===== config.mk =====
export PLATFORM = sky130hd
export DESIGN_NAME = timer_sequencer
export DESIGN_NICKNAME = d
export VERILOG_FILES = /design/src/rtl/timer_sequencer.sv
export SDC_FILE = /design/constraint.sdc
export NUM_CORES = 1
export LEC_CHECK = 0
export CAP_MARGIN = 20
export CELL_PAD_IN_SITES_DETAIL_PLACEMENT = 1
export CELL_PAD_IN_SITES_GLOBAL_PLACEMENT = 2
export CORE_MARGIN = 4
export CORE_UTILIZATION = 25
export DETAILED_ROUTE_END_ITERATION = 8
export DONT_BUFFER_PORTS = 1
export PLACE_DENSITY = 0.53
export SLEW_MARGIN = 10
export SYNTH_ARGS = -nofsm -noshare
export SYNTH_HDL_FRONTEND = slang
export SYNTH_SLANG_ARGS = --single-unit

===== constraint.sdc =====
create_clock -name clk -period 7.5 [get_ports clk]
set_input_delay 0.75 -clock clk [delete_from_list [all_inputs] [get_ports clk]]
set_output_delay 0.75 -clock clk [all_outputs]
set_load 0.05 [all_outputs]

===== src/rtl/timer_sequencer.sv =====
// ---------------------------------------------------------------------------
// timer_sequencer
//
// Purpose:
//   Steps an external interval timer through a programmable table of
//   intervals. For every non-zero table entry a one-cycle start pulse is
//   issued together with the interval on timer_para; the sequencer then
//   waits for the timer's timeup pulse before moving on. Zero entries are
//   skipped in a single cycle without arming the timer. A run can be
//   cancelled at any time with seq_abort.
//
// Ports:
//   clk          system clock
//   rst_n        synchronous active-low reset
//   cfg_we       table write strobe (ignored while busy)
//   cfg_addr     table write address
//   cfg_data     interval value to write
//   cfg_len      number of steps, sampled when a run is accepted
//   seq_start    one-cycle request to run the sequence
//   seq_abort    level, cancels a running sequence
//   timeup       one-cycle completion pulse from the timer
//   start        one-cycle arm pulse to the timer
//   timer_para   interval presented to the timer
//   step_idx     index of the current step
//   busy         high while a run is in progress
//   seq_done     one-cycle pulse on normal completion
//   seq_aborted  one-cycle pulse when a run is aborted
// ---------------------------------------------------------------------------
module timer_sequencer #(
  parameter int DEPTH = 8,
  parameter int PW    = 16
) (
  input  logic                     clk,
  input  logic                     rst_n,
  input  logic                     cfg_we,
  input  logic [$clog2(DEPTH)-1:0] cfg_addr,
  input  logic [PW-1:0]            cfg_data,
  input  logic [$clog2(DEPTH):0]   cfg_len,
  input  logic                     seq_start,
  input  logic                     seq_abort,
  input  logic                     timeup,
  output logic                     start,
  output logic [PW-1:0]            timer_para,
  output logic [$clog2(DEPTH)-1:0] step_idx,
  output logic                     busy,
  output logic                     seq_done,
  output logic                     seq_aborted
);

  localparam int AW = $clog2(DEPTH);

  // DEPTH expressed in the width of cfg_len so range checks need no casts.
  localparam logic [AW:0] LEN_MAX = (AW+1)'(DEPTH);

  typedef enum logic [1:0] {
    IDLE = 2'd0,
    ARM  = 2'd1,
    WAIT = 2'd2,
    DONE = 2'd3
  } state_t;

  state_t         state_reg;
  logic [AW:0]    len_reg;

  // -------------------------------------------------------------------------
  // Interval table. Not reset: contents are only meaningful once written.
  // The read is combinational because ARM must act on table[step_idx] in
  // the same cycle step_idx becomes valid; at these depths it maps to
  // distributed memory.
  // -------------------------------------------------------------------------
  logic [PW-1:0]  table_mem [DEPTH];
  logic           addr_in_range;
  logic [PW-1:0]  cur_entry;

  // Guards non-power-of-two depths where cfg_addr can exceed DEPTH-1.
  assign addr_in_range = ({1'b0, cfg_addr} < LEN_MAX);

  always_ff @(posedge clk) begin
    if (cfg_we && !busy && addr_in_range) begin
      table_mem[cfg_addr] <= cfg_data;
    end
  end

  assign cur_entry = table_mem[step_idx];

  // -------------------------------------------------------------------------
  // Step bookkeeping
  // -------------------------------------------------------------------------
  logic [AW:0]    step_count;   // step_idx + 1, one bit wider so it cannot wrap
  logic           last_step;
  logic           len_ok;

  assign step_count = {1'b0, step_idx} + (AW+1)'(1);
  assign last_step  = (step_count >= len_reg);
  assign len_ok     = (cfg_len != '0) && (cfg_len <= LEN_MAX);

  // -------------------------------------------------------------------------
  // Control FSM; every output is a register written here.
  // -------------------------------------------------------------------------
  always_ff @(posedge clk) begin
    if (!rst_n) begin
      state_reg   <= IDLE;
      len_reg     <= '0;
      start       <= 1'b0;
      busy        <= 1'b0;
      seq_done    <= 1'b0;
      seq_aborted <= 1'b0;
      timer_para  <= '0;
      step_idx    <= '0;
    end else begin
      // Pulse outputs default low; each branch raises them for one cycle.
      start       <= 1'b0;
      seq_done    <= 1'b0;
      seq_aborted <= 1'b0;

      if (busy && seq_abort) begin
        // Abort wins over anything else happening this cycle, including
        // a coincident timeup.
        state_reg   <= IDLE;
        busy        <= 1'b0;
        seq_aborted <= 1'b1;
      end else begin
        case (state_reg)
          IDLE: begin
            if (seq_start) begin
              if (len_ok) begin
                len_reg   <= cfg_len;
                step_idx  <= '0;
                busy      <= 1'b1;
                state_reg <= ARM;
              end else begin
                // Empty or oversize run: report completion immediately
                // without ever arming the timer.
                seq_done <= 1'b1;
              end
            end
          end

          ARM: begin
            if (cur_entry != '0) begin
              start      <= 1'b1;
              timer_para <= cur_entry;
              state_reg  <= WAIT;
            end else if (last_step) begin
              state_reg <= DONE;
            end else begin
              // Zero interval: skip this step, stay in ARM for the next one.
              step_idx <= step_idx + AW'(1);
            end
          end

          WAIT: begin
            if (timeup) begin
              if (last_step) begin
                state_reg <= DONE;
              end else begin
                step_idx  <= step_idx + AW'(1);
                state_reg <= ARM;
              end
            end
          end

          DONE: begin
            // step_idx and timer_para intentionally keep their last values.
            seq_done  <= 1'b1;
            busy      <= 1'b0;
            state_reg <= IDLE;
          end

          default: begin
            state_reg <= IDLE;
            busy      <= 1'b0;
          end
        endcase
      end
    end
  end

endmodule

==> impl_metrics.tcl, run 1 <==
set metrics [dict create \
    die_x_um 167 \
    crit_arrival_ns 3.96 \
    firstDrtPassIters 4 \
    die_h_um 167 \
    layout.nets 408 \
    fin_setup_tns_ns 0 \
    synth_warnings 0 \
    vdd_drop_max_v 0.000160 \
    p_leak_nw 2.26 \
    relSlewSlack 0.260 \
    cts_root_buffer "clkbuf_16" \
    async_reset_ff_frac 0 \
    start_util 0.256 \
    dominantRegCellSynth "edfxtp_1" \
    diodes 0 \
    clock_skew_ns 0.00978 \
    post-dp-hpwl_um 9160 \
    ys_seq_area_frac 0.713 \
    grt_pass1_vias 3546 \
    worstSetupPathType "flip-flop to flip-flop" \
    drv_slew 0 \
    clk_pin_slew_ns 0.06 \
    min_path_type "primary input to flip-flop" \
    netlist_area_mm2 0.00629 \
    antenna_left 0 \
    cts-resized-gates 0 \
    h-tree-depth 4 \
    rsz0062_at_grt "false" \
    final-hold-violation-count 0 \
    clock-sinks 160 \
    fp.dieArea_mm2 0.0278 \
    end_kind "flip-flop" \
    grt-ovfl-total 0 \
    final_common_cell "edfxtp_1" \
    setup_viol_count_final 0 \
    finalPower_mw 2.33 \
    powerDensity_mw_per_mm2 320 \
    cts_tree "built" \
    cp_max_fo 32 \
    timing.final.crit_share 0.488 \
    core-area_mm2 0.0245 \
    avgRoutedWirePerCell_um 20.6 \
    startpoint_type "flip-flop" \
    grt_antenna_before_repair 0 \
    cts_buffers 17 \
    grt_max_degree 33 \
    yosysUniqueCellTypes 37 \
    synth_edf_count 128 \
    port_buffers 0 \
    outcome "complete, no violations" \
    drive_above_1_share 0.197 \
    cp.required_ns 7.80 \
    worstHoldStart "cfg_data[12]" \
    area_growth_pct 15.7 \
    ys_ff_latch 160 \
    grt_use_total 0.108 \
    fmax_mhz 273 \
    clock_latency_ns 0.41 \
    routabilityCongestion 0.708 \
    largest_reg_flops 128 \
    synth_fp_nets 391 \
    avgSynthCellArea_um2 17.9 \
    fill_cells 2561 \
    worstMarginPinSlew_ns 1.11 \
    rows 57 \
    final_cell_mix "edfxtp_1, dfxtp_1, nor2_1" \
    routed_wl_um 14500 \
    drcViolationCount 0 \
    cts.path.max_buffers 2 \
    syn_inst 351 \
    vias 3181 \
    viasPerCell 4.52 \
    cts_setup_buffers 0 \
    maxCapViolCount 0 \
    grt_pass1_wl_um 22200 \
    cts_hold_buf 0 \
    drt_iter0_drc 182 \
    min_period_ns 3.66 \
    ios 52 \
]
## cell usage after synthesis, types with 3 or more instances
master,instances,area share
mux4_2,26,0.093
nor4_1,4,0.0040
nand3_1,5,0.0040
clkbuf_1,6,0.0036
nand4_1,4,0.0040
nor2_1,27,0.016
a21o_1,3,0.0036
inv_1,9,0.0054
mux4_1,6,0.025
nor3_1,6,0.0048
nand2_1,6,0.0036
o21ai_0,5,0.0040
nand2b_1,3,0.0030
edfxtp_1,128,0.61
xor2_1,3,0.0042
a21oi_1,8,0.0064
a211oi_1,16,0.019
buf_1,3,0.0018
mux2i_1,20,0.032
dfxtp_1,32,0.10
ha_1,11,0.022
## final cells by class
type / instances / area (um^2) / share of cell area
Clock buffer: 19 / 433 / 0.0595
Clock inverter: 12 / 109 / 0.0150
Inverter: 10 / 37.5 / 0.00516
Multi-Input combinational cell: 167 / 1720 / 0.236
Sequential cell: 160 / 4490 / 0.616
Tap cell: 324 / 405 / 0.0557
Timing Repair Buffer: 12 / 90.1 / 0.0124
## through the flow
| step | hold slack [ns] | setup WS [ns] | cells | utilization | instance area, um^2 |
|---|---|---|---|---|---|
| CTS | 0.405 | 3.79 | 704 | 0.297 | 7280 |
| floorplan | 0.460 | 4.64 | 351 | - | 6290 |
| finish | 0.425 | 3.84 | 704 | 0.297 | 7280 |
| global placement | 0.488 | 3.89 | 673 | 0.275 | 6740 |
| detailed placement | 0.504 | 3.85 | 673 | 0.275 | 6740 |
| global route | 0.395 | 3.57 | 704 | 0.297 | 7280 |
## metal layers
metal / vias to the layer above / GRT usage / routed length [um]
met1: 1673 / 0.141 / 6730
li1: 1444 / - / -
met5: - / 0 / 0
met4: 0 / 0.0299 / 96
met3: 6 / 0.0448 / 954
met2: 58 / 0.165 / 6700
## critical path, stage by stage (launching register included)
cell and delay [ns]:
dfxtp_2 0.32, buf_4 0.54, mux4_2 0.59, mux2i_1 0.41, nand4_1 0.21, o41ai_2 0.61
a21oi_2 0.23, buf_4 0.35, a211oi_1 0.27
## cell families after synthesis
family,synth area share
AOI/OAI and AO/OA,0.0434
xor gates and xnor gates,0.00418
adders and majority gates,0.0219
buffers and inverters,0.0201
DFF,0.713
muxes,0.150
and+or+nand+nor,0.0477
## worst paths after layout
check                                                   to  slack [ns]  cells past startpoint
worst max-delay path            timer_para[2]$_SDFFE_PN0P_        3.84                      8
worst min-delay path            table_mem[1][12]$_DFFE_PP_        0.43                      0
worst max register to register  timer_para[2]$_SDFFE_PN0P_        3.84                      8
worst min register to register     len_reg[2]$_SDFFE_PN0P_        0.51                      2
## report_power, final
| part | switching [mW] | total [mW] | internal [mW] |
|---|---|---|---|
| registers | 0.194 | 1.22 | 1.02 |
| logic | 0.175 | 0.303 | 0.128 |
| clock network | 0.349 | 0.805 | 0.456 |
| total | 0.718 | 2.33 | 1.61 |
Power figures use the tool's default switching activity.
==> inputs of run 2 (changes only) <==
PLACE_DENSITY = 0.54   (was 0.53)
clock period = 3.3 ns   (was 7.5 ns; I/O delays follow)
==> impl_metrics.tcl, run 2 (synthesis results as in run 1) <==
set metrics [dict create \
    routabilityCongestion 0.721 \
    fin_setup_tns_ns 0 \
    grt_max_degree 33 \
    grt_pass1_vias 3574 \
    die_x_um 167 \
    viasPerCell 4.47 \
    p_comb_frac 0.150 \
    avgRoutedWirePerCell_um 19.9 \
    cts.path.max_buffers 2 \
    post-dp-hpwl_um 9510 \
    cp_max_fo 8 \
    cp.required_ns 3.66 \
    end_kind "flip-flop" \
    clock-sinks 160 \
    grt-ovfl-total 0 \
    h-tree-depth 4 \
    start_util 0.256 \
    worstHoldStart "rst_n" \
    core-area_mm2 0.0245 \
    clkPwrFrac 0.344 \
    cts_buffers 17 \
    crit_chain "buf_4 > mux4_2 > mux2i_4 > nand4_1 > o41ai_2 > buf_4 > nand4_2 > or3_1 > a21oi_1" \
    fmax_mhz 331 \
    utilization 0.309 \
    timing.final.crit_share 0.916 \
    rows 57 \
    worstMarginPinSlew_ns 0.787 \
    drv_slew 0 \
    crit_arrival_ns 3.38 \
    relSlewSlack 0.475 \
    routed_wl_um 14500 \
    setup_viol_count_final 0 \
    cts_tree "built" \
    port_buffers 0 \
    drcViolationCount 0 \
    fin_hold_ws_ns 0.0263 \
    layout.nets 432 \
    critPathTopFamily "multiplexers" \
    grt_use_met3 0.0434 \
    drt_iter0_drc 258 \
    area_growth_pct 20.4 \
    seqPwrFrac 0.506 \
    final_common_cell "edfxtp_1" \
    min_period_ns 3.02 \
    ios 52 \
    clk_pin_slew_ns 0.07 \
    cts_root_buffer "clkbuf_16" \
    clock_latency_ns 0.43 \
    final-hold-violation-count 0 \
    cpPeakStageDelay_ns 0.55 \
    met1_usage 0.142 \
    worstSetupPathType "flip-flop to flip-flop" \
    final_cell_mix "edfxtp_1, dfxtp_1, nor2_1" \
    startpoint_type "flip-flop" \
    die_h_um 167 \
    rsz0062_at_grt "false" \
    grt_use_total 0.107 \
    p_int_mw 3.74 \
    p_sw_mw 1.68 \
    powerDensity_mw_per_mm2 716 \
    vdd_drop_max_v 0.000348 \
    min_path_type "primary input to flip-flop" \
    crit_top_cell "buf_4" \
    grt_pass1_wl_um 22300 \
    grt_antenna_before_repair 1 \
    grt_busiest_layer "met2" \
    swShare 0.310 \
    diodes 0 \
    maxCapViolCount 0 \
    antenna_left 0 \
    clock_skew_ns 0.0104 \
    fp.dieArea_mm2 0.0278 \
    worst-path-buf-inv 2 \
    firstDrtPassIters 4 \
    p_leak_nw 2.39 \
    largest_reg_flops 128 \
    outcome "complete, no violations" \
    drive_above_1_share 0.217 \
    gr-usage-met2 0.165 \
    cp_slowest_cell "mux4_2" \
    vias 3262 \
]
-- run 2: worst paths after layout --
| kind | to | slack (ns) | depth (start not counted) |
|---|---|---|---|
| max reg2reg | step_idx[2]$_SDFFE_PN0P_ | 0.28 | 9 |
| min reg2reg | len_reg[2]$_SDFFE_PN0P_ | 0.50 | 2 |
| max | step_idx[2]$_SDFFE_PN0P_ | 0.28 | 9 |
| min | start$_SDFF_PP0_ | 0.03 | 1 |
-- run 2: area by class of cell --
cell class | count | area (um^2)
well taps | 324 | 405
clock buffers | 18 | 429
clock inverters | 14 | 130
multi-input cells | 167 | 1730
repair buffers | 36 | 360
flip-flops and latches | 160 | 4490
fillers | 2551 | 17000
inverters | 10 | 37.5
-- run 2: layer usage --
layer / wire (um) / part of all wire
met1: 6730 / 0.47
met2: 6760 / 0.47
met3: 826 / 0.057
met4: 141 / 0.0097
met5: 13 / 0.00090
-- run 2: worst reg2reg max path: stages (launching register included) --
cell and delay [ns]:
dfxtp_2 0.40, buf_4 0.23, mux4_2 0.55, mux2i_4 0.28, nand4_1 0.25, o41ai_2 0.38, buf_4 0.18, nand4_2 0.15
or3_1 0.39, a21oi_1 0.15
-- run 2: power by group through the flow --
| stage | logic (mW) | registers [mW] | clock network, mW |
|---|---|---|---|
| 6_report | 0.816 | 2.74 | 1.87 |
| 3_5_place_dp | 0.790 | 2.80 | 0 |
| 3_3_place_gp | 0.791 | 2.80 | 0 |
| 5_1_grt | 0.911 | 2.77 | 2.01 |
| 2_1_floorplan | 0.557 | 2.75 | 0 |
| 4_1_cts | 0.830 | 2.75 | 1.92 |
-- run 2: through the flow --
| step | instances | area, um^2 | total power, mW | worst slack [ns] |
|---|---|---|---|---|
| global placement | 681 | 6850 | 3.59 | 0.0357 |
| detailed placement | 681 | 6850 | 3.59 | 0.0634 |
| global route | 729 | 7580 | 5.69 | 0.0607 |
| finish | 729 | 7580 | 5.42 | 0.278 |
| floorplan | 351 | 6290 | 3.30 | 0.475 |
| CTS | 729 | 7560 | 5.50 | 0.0288 |
-- run 2: repair_timing --
item / 4_1_cts / 5_1_grt
hold buffers: 16 / 0
endpoints found under the setup margin: 0 / 12
setup buffers: 0 / 0
hold endpoints to repair: 128 / 0
resized for setup: 0 / 2
==> inputs of run 3 (changes only) <==
HOLD_SLACK_MARGIN = 0.03   (was unset)
==> impl_metrics.tcl, run 3 (synthesis results as in run 1) <==
set metrics [dict create \
    outcome "complete, no violations" \
    cpPeakStageDelay_ns 0.54 \
    cp_slowest_cell "mux4_1" \
    largest_reg_flops 128 \
    clock_latency_ns 0.42 \
    antenna_left 0 \
    crit_top_cell "buf_12" \
    grt_pass1_wl_um 22300 \
    critPathTopFamily "multiplexers" \
    viasPerCell 4.51 \
    grt_max_degree 33 \
    grt_pass1_vias 3586 \
    grt_antenna_before_repair 1 \
    fill_cells 2550 \
    worst-path-buf-inv 3 \
    final-hold-violation-count 0 \
    finalPower_mw 5.43 \
    firstDrtPassIters 4 \
    crit_chain "buf_12 > buf_12 > mux4_1 > mux2i_1 > nand4_1 > o41ai_2 > buf_4 > nand4_2 > or3_1 > a21oi_1" \
    h-tree-depth 4 \
    final_cell_mix "edfxtp_1, dfxtp_1, nor2_1" \
    drt_iter0_drc 251 \
    clkPwrFrac 0.343 \
    rsz0062_at_grt "false" \
    routabilityCongestion 0.721 \
    cts.path.max_buffers 2 \
    end_kind "flip-flop" \
    drv_slew 0 \
    cp.required_ns 3.65 \
    cts_tree "built" \
    fp.dieArea_mm2 0.0278 \
    grt-ovfl-total 0 \
    crit_arrival_ns 3.39 \
    fin_setup_tns_ns 0 \
    cp_max_fo 14 \
    fin_hold_ws_ns 0.0537 \
    min_period_ns 3.03 \
    timing.final.crit_share 0.920 \
    p_leak_nw 2.40 \
    rows 57 \
    grt_use_total 0.108 \
    diodes 0 \
    vdd_drop_max_v 0.000345 \
    routed_wl_um 14500 \
    ios 52 \
    clk_pin_slew_ns 0.07 \
    clock-sinks 160 \
    die_h_um 167 \
    p_comb_frac 0.151 \
    fmax_mhz 330 \
    worstMarginPinSlew_ns 0.793 \
    powerDensity_mw_per_mm2 715 \
    final_common_cell "edfxtp_1" \
    core-area_mm2 0.0245 \
    die_x_um 167 \
    worstSetupPathType "flip-flop to flip-flop" \
    min_path_type "primary input to flip-flop" \
    layout.nets 433 \
    clock_skew_ns 0.00828 \
    area_growth_pct 20.6 \
    vias 3290 \
    start_util 0.256 \
    drive_above_1_share 0.217 \
    post-dp-hpwl_um 9510 \
    seqPwrFrac 0.506 \
    maxCapViolCount 0 \
    avgRoutedWirePerCell_um 19.9 \
    startpoint_type "flip-flop" \
    drcViolationCount 0 \
    port_buffers 0 \
    p_int_mw 3.74 \
    cts_buffers 17 \
    setup_viol_count_final 0 \
    p_sw_mw 1.68 \
    relSlewSlack 0.472 \
    swShare 0.310 \
    cts_root_buffer "clkbuf_16" \
]
run 3: cell types whose count changed in the layout (fill, tap and decap cells not counted), sizes merged:
cell         change
dlygate4sd3      +1
run 3: worst register-to-register path, delay by kind of cell, from the launching register on:
family	cells	cell delay [ns]
and+or+nand+nor	3	0.71
DFF	1	0.40
AOI/OAI and AO/OA	2	0.55
buffers and inverters	3	0.56
muxes	2	0.75
run 3: final cells by class:
type                            instances  area (um^2)  share of cell area
Tap cell                              324          405              0.0534
Sequential cell                       160         4490               0.591
Multi-Input combinational cell        167         1730               0.228
Clock inverter                         14          130              0.0172
Timing Repair Buffer                   37          370              0.0488
Clock buffer                           18          429              0.0566
Inverter                               10         37.5             0.00495
run 3: what timing repair did:
action	in CTS	in global routing
gates resized for setup	0	2
hold buffers	17	0
setup buffers	0	0
hold endpoints to repair	130	0
setup endpoints to repair	0	12
run 3: path summary, 6_finish.rpt:
check,start,to,slack (ns),cells after the start
max reg2reg,flip-flop,step_idx[2]$_SDFFE_PN0P_,0.27,10
min,seq_abort,seq_aborted$_SDFF_PN0_,0.05,1
max,flip-flop,step_idx[2]$_SDFFE_PN0P_,0.27,10
min reg2reg,len_reg[2]$_SDFFE_PN0P_,len_reg[2]$_SDFFE_PN0P_,0.50,2
run 3: through the flow:
step                      utilization  setup WS (ns)  area [um^2]  std cells
after floorplan                     -          0.475         6290        351
after global placement          0.279         0.0357         6850        681
after detailed placement        0.279         0.0634         6850        681
after CTS                       0.309         0.0288         7570        730
after global routing            0.309         0.0607         7590        730
final                           0.309          0.265         7590        730
run 3: per-layer routing:
layer / up-vias / routed length, um / global-route usage
met5: - / 13 / 0
met4: 2 / 142 / 0.0299
met3: 10 / 923 / 0.0431
met2: 68 / 6810 / 0.166
met1: 1717 / 6650 / 0.142
li1: 1493 / - / -
run 3: power groups by stage:
stage | Combinational (mW) | Sequential [mW] | Clock, mW
after floorplan | 0.557 | 2.75 | 0
after global placement | 0.791 | 2.80 | 0
after detailed placement | 0.790 | 2.80 | 0
after CTS | 0.832 | 2.75 | 1.92
after global routing | 0.912 | 2.77 | 2.01
final | 0.818 | 2.74 | 1.86
